`config.mk`:
```
export PLATFORM = sky130hd
export DESIGN_NAME = paged_program_counter
export DESIGN_NICKNAME = d
export VERILOG_FILES = /design/src/rtl/pc_pkg.sv /design/src/rtl/pc_return_stack.sv /design/src/rtl/paged_program_counter.sv
export SDC_FILE = /design/constraint.sdc
export NUM_CORES = 1
export LEC_CHECK = 0
export ABC_AREA = 1
export CAP_MARGIN = 15
export CORE_MARGIN = 2
export CORE_UTILIZATION = 36
export CTS_CLUSTER_DIAMETER = 30
export DETAILED_ROUTE_END_ITERATION = 16
export PLACE_DENSITY = 0.8
export SYNTH_ARGS = -nofsm -noshare
export SYNTH_HDL_FRONTEND = slang
export SYNTH_SLANG_ARGS = --single-unit
```
`constraint.sdc`:
```
create_clock -name clk -period 1.08 [get_ports clk]
set_input_delay 0.216 -clock clk [delete_from_list [all_inputs] [get_ports clk]]
set_output_delay 0.216 -clock clk [all_outputs]
set_load 0.05 [all_outputs]
```
`src/rtl/pc_pkg.sv`:
```
// pc_pkg: shared defaults and the operation encoding for paged_program_counter.
package pc_pkg;

    localparam int unsigned PC_AW = 10;
    localparam int unsigned PC_PW = 2;
    localparam int unsigned PC_SD = 4;

    // Winning request for the current cycle, produced by the priority encoder
    typedef enum logic [2:0] {
        OP_HOLD,
        OP_BRANCH,
        OP_CALL,
        OP_RET,
        OP_LJUMP,
        OP_INC
    } pc_op_e;

endpackage

```
`src/rtl/pc_return_stack.sv`:
```
// pc_return_stack: small LIFO holding subroutine return addresses.
// A push while full and a pop while empty are ignored; the caller flags them.
module pc_return_stack #(
    parameter int unsigned AW = 10,
    parameter int unsigned SD = 4
) (
    input  logic          clk,
    input  logic          start_n,
    input  logic          push,
    input  logic          pop,
    input  logic [AW-1:0] din,
    output logic [AW-1:0] top,
    output logic          full,
    output logic          empty
);

    localparam int unsigned IW = $clog2(SD);
    localparam int unsigned CW = IW + 1;

    logic [CW-1:0] r_cnt;
    logic [AW-1:0] r_mem [SD];
    logic [IW-1:0] w_wr_idx;
    logic [IW-1:0] w_top_idx;
    logic          w_push_ok;
    logic          w_pop_ok;

    assign full      = (r_cnt == CW'(SD));
    assign empty     = (r_cnt == '0);
    assign w_push_ok = push && !full;
    assign w_pop_ok  = pop && !empty;
    // Count doubles as write pointer; the newest entry sits one below it
    assign w_wr_idx  = r_cnt[IW-1:0];
    assign w_top_idx = w_wr_idx - IW'(1);
    assign top       = r_mem[w_top_idx];

    // Entry count: reset to empty, push and pop never coincide
    always_ff @(posedge clk or negedge start_n) begin
        if (!start_n) begin
            r_cnt <= '0;
        end else if (w_push_ok) begin
            r_cnt <= r_cnt + CW'(1);
        end else if (w_pop_ok) begin
            r_cnt <= r_cnt - CW'(1);
        end
    end

    // Storage has no reset; contents are meaningless while empty
    always_ff @(posedge clk) begin
        if (w_push_ok) begin
            r_mem[w_wr_idx] <= din;
        end
    end

endmodule

```
`src/rtl/paged_program_counter.sv`:
```
// paged_program_counter: paged PC with in-page increment/branch, long jump
// and subroutine call/return.
// Define PC_RETURN_STACK_EN to build the return stack; otherwise call is a
// plain jump, ret increments and the stack status outputs are constants.
module paged_program_counter
    import pc_pkg::*;
#(
    parameter int unsigned   AW         = PC_AW,
    parameter int unsigned   PW         = PC_PW,
    parameter int unsigned   SD         = PC_SD,
    parameter logic [AW-1:0] START_ADDR = '0
) (
    input  logic             clk,
    input  logic             start_n,
    input  logic             stall,
    input  logic             branch,
    input  logic             br_taken,
    input  logic [AW-PW-1:0] br_target,
    input  logic             ljump,
    input  logic [PW-1:0]    lj_page,
    input  logic [AW-PW-1:0] lj_offset,
    input  logic             call,
    input  logic [AW-1:0]    sub_addr,
    input  logic             ret,
    input  logic             clr_err,
    output logic [AW-1:0]    rp,
    output logic             stk_full,
    output logic             stk_empty,
    output logic             stk_ovf,
    output logic             stk_unf
);

    localparam int unsigned OW = AW - PW;

    pc_op_e        w_op;
    logic [AW-1:0] r_rp;
    logic [AW-1:0] w_rp_next;
    logic [AW-1:0] w_inc;
    logic          w_full;
    logic          w_empty;
    logic          w_ovf_set;
    logic          w_unf_set;
    logic          r_ovf;
    logic          r_unf;

    // Increment wraps inside the current page
    assign w_inc = {r_rp[AW-1:OW], r_rp[OW-1:0] + OW'(1)};

`ifdef PC_RETURN_STACK_EN
    logic [AW-1:0] w_top;
    logic [AW-1:0] w_ret_addr;
    logic          w_push;
    logic          w_pop;

    // Return address is full width so a call at a page end returns to the next page
    assign w_ret_addr = r_rp + AW'(1);
    assign w_push     = (w_op == OP_CALL) && !w_full;
    assign w_pop      = (w_op == OP_RET);
    assign w_ovf_set  = (w_op == OP_CALL) && w_full;
    assign w_unf_set  = !stall && !branch && !call && ret && w_empty;

    pc_return_stack #(
        .AW(AW),
        .SD(SD)
    ) u_stack (
        .clk    (clk),
        .start_n(start_n),
        .push   (w_push),
        .pop    (w_pop),
        .din    (w_ret_addr),
        .top    (w_top),
        .full   (w_full),
        .empty  (w_empty)
    );
`else
    assign w_full    = 1'b0;
    assign w_empty   = 1'b1;
    assign w_ovf_set = 1'b0;
    assign w_unf_set = 1'b0;
`endif

    // Priority encode: stall > branch > call > ret > ljump > increment
    always_comb begin
        w_op = OP_INC;
        if (stall) begin
            w_op = OP_HOLD;
        end else if (branch) begin
            w_op = br_taken ? OP_BRANCH : OP_INC;
        end else if (call) begin
            w_op = OP_CALL;
        end else if (ret) begin
            w_op = w_empty ? OP_INC : OP_RET;
        end else if (ljump) begin
            w_op = OP_LJUMP;
        end
    end

    // Next program counter for the selected operation
    always_comb begin
        w_rp_next = w_inc;
        unique case (w_op)
            OP_HOLD:   w_rp_next = r_rp;
            OP_BRANCH: w_rp_next = {r_rp[AW-1:OW], br_target};
            OP_CALL:   w_rp_next = sub_addr;
`ifdef PC_RETURN_STACK_EN
            OP_RET:    w_rp_next = w_top;
`endif
            OP_LJUMP:  w_rp_next = {lj_page, lj_offset};
            default:   w_rp_next = w_inc;
        endcase
    end

    // Program counter register
    always_ff @(posedge clk or negedge start_n) begin
        if (!start_n) begin
            r_rp <= START_ADDR;
        end else begin
            r_rp <= w_rp_next;
        end
    end

    // Sticky error flags; a fresh error beats clr_err, stall freezes both
    always_ff @(posedge clk or negedge start_n) begin
        if (!start_n) begin
            r_ovf <= 1'b0;
            r_unf <= 1'b0;
        end else if (!stall) begin
            r_ovf <= w_ovf_set | (r_ovf & ~clr_err);
            r_unf <= w_unf_set | (r_unf & ~clr_err);
        end
    end

    assign rp        = r_rp;
    assign stk_full  = w_full;
    assign stk_empty = w_empty;
    assign stk_ovf   = r_ovf;
    assign stk_unf   = r_unf;

endmodule

```
After elaboration in Yosys (flattened, before gate mapping)
Index checks and enable logic that the tools add are counted.
{"block": "totals", "register_bits": 12, "input_bits": 37, "output_inout_bits": 14}
{"block": "op_classes", "bitwise_logic": 5, "add_sub_neg": 1, "n_reduce_logical": 3, "eq_ne": 3, "mux": 7}
{"operator": "one-hot mux 10 bit (4 select lines)", "count": 1}
{"operator": "2-to-1 mux 3 bit", "count": 4}
{"operator": "adder 8 x 1 -> 8 bit (second input constant)", "count": 1}
{"operator": "== test 3 x 1 -> 1 bit (second input constant)", "count": 1}
{"operator": "== test 3 x 2 -> 1 bit (second input constant)", "count": 1}
{"operator": "== test 3 bit (second input constant)", "count": 1}
{"operator": "zero test 3 bit", "count": 1}
{"operator": "inverter 1 bit", "count": 3}
{"operator": "AND reduction 3 bit", "count": 1}
{"operator": "AND 1 bit", "count": 2}
{"operator": "2-to-1 mux 1 bit", "count": 2}
{"operator": "nonzero test 2 bit", "count": 1}

Logic depth before layout (Yosys ltp)
{"block": "logic_depth", "word_depth": 8, "mapped_depth": 10, "depth_no_buf": 10}

Worst setup path before layout
No wires, ideal clock.
{"block": "synth_path", "kind": "register to register", "startpoint": "register r_rp[1], in the netlist rp[1]", "endpoint": "register r_rp[6], in the netlist rp[6]", "arrival_time_ps": 1474, "n_path_buf": 0, "path_stages_with_launch": 11, "slack_ps": -512, "setup_ps": 118, "t_required_ps": 962, "cell_sequence": "dfrtp_1 > ha_1 > nand2_1 > inv_1 > nand3_1 > nand2_1 > nand2_1 > nand3_1 > nand2_1 > nand2_1 > nand2_1"}
{"block": "synth_between", "elab_chain_len": 2}
{"element": "start: declaration", "line_no": "paged_program_counter.sv:36", "source": "logic [AW-1:0] r_rp;"}
{"element": "start signal: assignment", "line_no": "paged_program_counter.sv:118", "source": "r_rp <= w_rp_next;"}
{"element": "adder 8 x 1 -> 8 bit", "line_no": "paged_program_counter.sv:47", "source": "assign w_inc = {r_rp[AW-1:OW], r_rp[OW-1:0] + OW'(1)};"}
{"element": "one-hot mux 10 bit (4 select lines)", "line_no": "paged_program_counter.sv:101", "source": "unique case (w_op)"}
No other way between the ends.
A chain may end at the register's enable or synchronous reset.

Worst setup path after layout
{"block": "layout_path", "startpoint": "register r_rp[0], in the netlist rp[0]", "endpoint": "register r_rp[4], in the netlist rp[4]"}
The elaborated chain is that of the path after synthesis.

==> out/summary.txt <==
Crit path DAT: 1.41 ns
Vias/cell: 4.78
Ratio of total power to cell area: 1240 nW/um2
Cts bufs inserted: 3
Unrepaired setup endpoints after global routing: yes
Worst Setup SP: rp[0]
Io pins: 51
Fin crit share: 1.13
Post-Syn Area: 1050 um2
Setup ws final: -0.142 ns
Register area share after synthesis: 0.285
Commonest non-fill, non-tap cell in the layout: nand2_1
Avg Cell Area, Syn: 6.23 um2
Netlist cell types: 26
Crit Reg-Reg Startpoint: rp[0]
Synth top area cells: dfrtp_1, nand2_1, inv_1
Setup crit end kind: register
Root Driver: clkbuf_4
Final setup fails: 14
Startpoint Class: register
Async SR Flop Fraction: 1.00
Chip height: 58.1 um
CTS H-tree lvls: 1
Placed Area: 1800 um2
Horiz. Die Dim: 58.1 um
Status: finished, violations left
CP endpoint: rp[4]
DP Wirelength: 2.26 mm
Hold-fix buffers, CTS: 0
Syn nets: 207
Crit Reg-Reg Endpoint: rp[4]
Failing checks: negative setup slack
Most frequent cells in the layout: nand2_1, clkdlybuf4s50_1, buf_4
DRT Pass-1 Iters: 4
Total track usage: 0.217
Largest net degree at the start of global routing: 13
Initial DRC count: 16
CTS max path bufs: 2
Gpl congestion: 0.799
Layout cells sized above 1: 0.317
Largest fanout on the critical path: 4
Total wire length: 3.17 mm
Worst reg2reg path depth: 9
Final ANT Viol Nets: 0
Filler cells: 230
Post-synth top area share: 0.285
Clock tree sinks: 12
Seq cells post-synth: 12
Hold WC Path Type: primary input to asynchronous set/reset pin
Avg WL per Cell: 11.6 um
# rows: 19
F_max: 819 MHz
Max_cap viols: 0
Number of global-route vias before repair: 1406
Area growth from synthesis to layout: 87.8%
Final hold slack: 0.219 ns
Net count, final: 282
Worst path required time: 1.27 ns
Worst skew pair latency: 0.29 ns
Die area: 3380 um2
Post-synth EDFFs: 0
Final instance area: 1980 um2
Core area: 2760 um2
Vias: 1310
Fin. max-slew vios: 0
Min cycle time layout: 1.22 ns
CTS tree: done
CTS clk-pin slew, worst paths: 0.09 ns
Initial antenna violation count: 0
Final hold vios: 0
Synth area leader: dfrtp_1
Antenna Cells: 0
Maximum VDD drop: 0.00159 V
DR DRC count: 0
Port buffer count: 48
Setup CP Type: register to register
Cells after Synth: 169
R2R Setup Slk: -0.14 ns
First-pass GRT wire length: 5.80 mm
Leak: 1.03 nW
Dominant synthesized flop cell: dfrtp_1
Overflow after GRT: 0
Final worst clock skew: 0.00820 ns
Initial core utilization: 0.382
Total number of yosys warnings: 0
[critical path, stage by stage (launching register included)]
cell,delay (ns)
dfrtp_2,0.45
ha_4,0.18
nand2_4,0.06
inv_4,0.04
nand3b_1,0.07
nand2_1,0.06
nand4_1,0.08
nand2_1,0.07
nand2_1,0.06
nand2_1,0.04
[logic make-up (layout without fill, tap and decap cells)]
logic type                 Yosys count  in the layout  share of synthesized area
adders and majority gates            1              1                     0.0119
other                                2              2                    0.00713
DFF                                 12             12                      0.285
AOI/OAI and AO/OA                    8              8                     0.0582
and+or+nand+nor                    116            117                      0.489
buffers and inverters               29            102                      0.140
xor gates and xnor gates             1              1                    0.00832
[sequential cells by signal, indices dropped and copies added (netlist names)]
register	cells
rp	10
stk_unf	1
stk_ovf	1
[per-stage QoR]
| stage | setup TNS (ns) | cells | total power, mW | setup WS (ns) | utilization |
|---|---|---|---|---|---|
| 2_1_floorplan | -1.14 | 169 | 1.22 | -0.256 | - |
| 3_3_place_gp | -5.65 | 258 | 1.90 | -0.540 | 0.651 |
| 3_5_place_dp | -6.21 | 258 | 1.91 | -0.596 | 0.651 |
| 4_1_cts | -1.43 | 271 | 2.42 | -0.165 | 0.708 |
| 5_1_grt | -2.67 | 274 | 2.62 | -0.267 | 0.717 |
| 6_report | -1.42 | 274 | 2.46 | -0.142 | 0.717 |
[synthesized netlist by cell type (all sizes together) (2+ instances only)]
| cell | n |
|---|---|
| o21ai | 2 |
| inv | 22 |
| nand3 | 9 |
| a22oi | 2 |
| nand2 | 76 |
| a21boi | 2 |
| nor2 | 23 |
| a21oi | 2 |
| conb | 2 |
| nand4 | 7 |
| dfrtp | 12 |
| buf | 5 |
[layout make-up]
| class | instances | area [um2] | area share |
|---|---|---|---|
| well taps | 31 | 38.8 | 0.0196 |
| flip-flops and latches | 12 | 309 | 0.156 |
| inverters | 23 | 95.1 | 0.0481 |
| repair buffers | 75 | 827 | 0.418 |
| clock buffers | 4 | 36.3 | 0.0183 |
| multi-input cells | 129 | 672 | 0.340 |
[how the worst min path moves through the flow]
stage	from	to	slack [ns]	cells past startpoint
after detailed placement	start_n	stk_unf	0.53	2
after global routing	start_n	stk_ovf	0.23	2
after floorplan	start_n	rp[0]	-0.08	0
after global placement	rp[6]	rp[6]	0.52	2
final	start_n	rp[4]	0.22	2
after CTS	start_n	rp[7]	0.23	2
[routing by layer]
layer / routed length, um / vias to the layer above / global-route usage / part of all wire
met5: 0 / - / 0 / 0
met4: 39 / 0 / 0.0299 / 0.012
met3: 204 / 6 / 0.0580 / 0.064
met2: 1610 / 44 / 0.394 / 0.51
met1: 1310 / 598 / 0.261 / 0.41
li1: - / 662 / - / -
[power by group]
part / total, mW / switching [mW] / internal (mW)
sequential: 0.622 / 0.0898 / 0.532
clock: 0.382 / 0.177 / 0.205
combinational: 1.45 / 0.695 / 0.756
[timing repair]
action                     in CTS  in global routing
setup endpoints to repair      19                 22
setup buffers                   8                  3
gates cloned                    1                  0
gates resized for setup        23                  8
pin swaps                       9                  9
(Power assumes the default switching activity.)
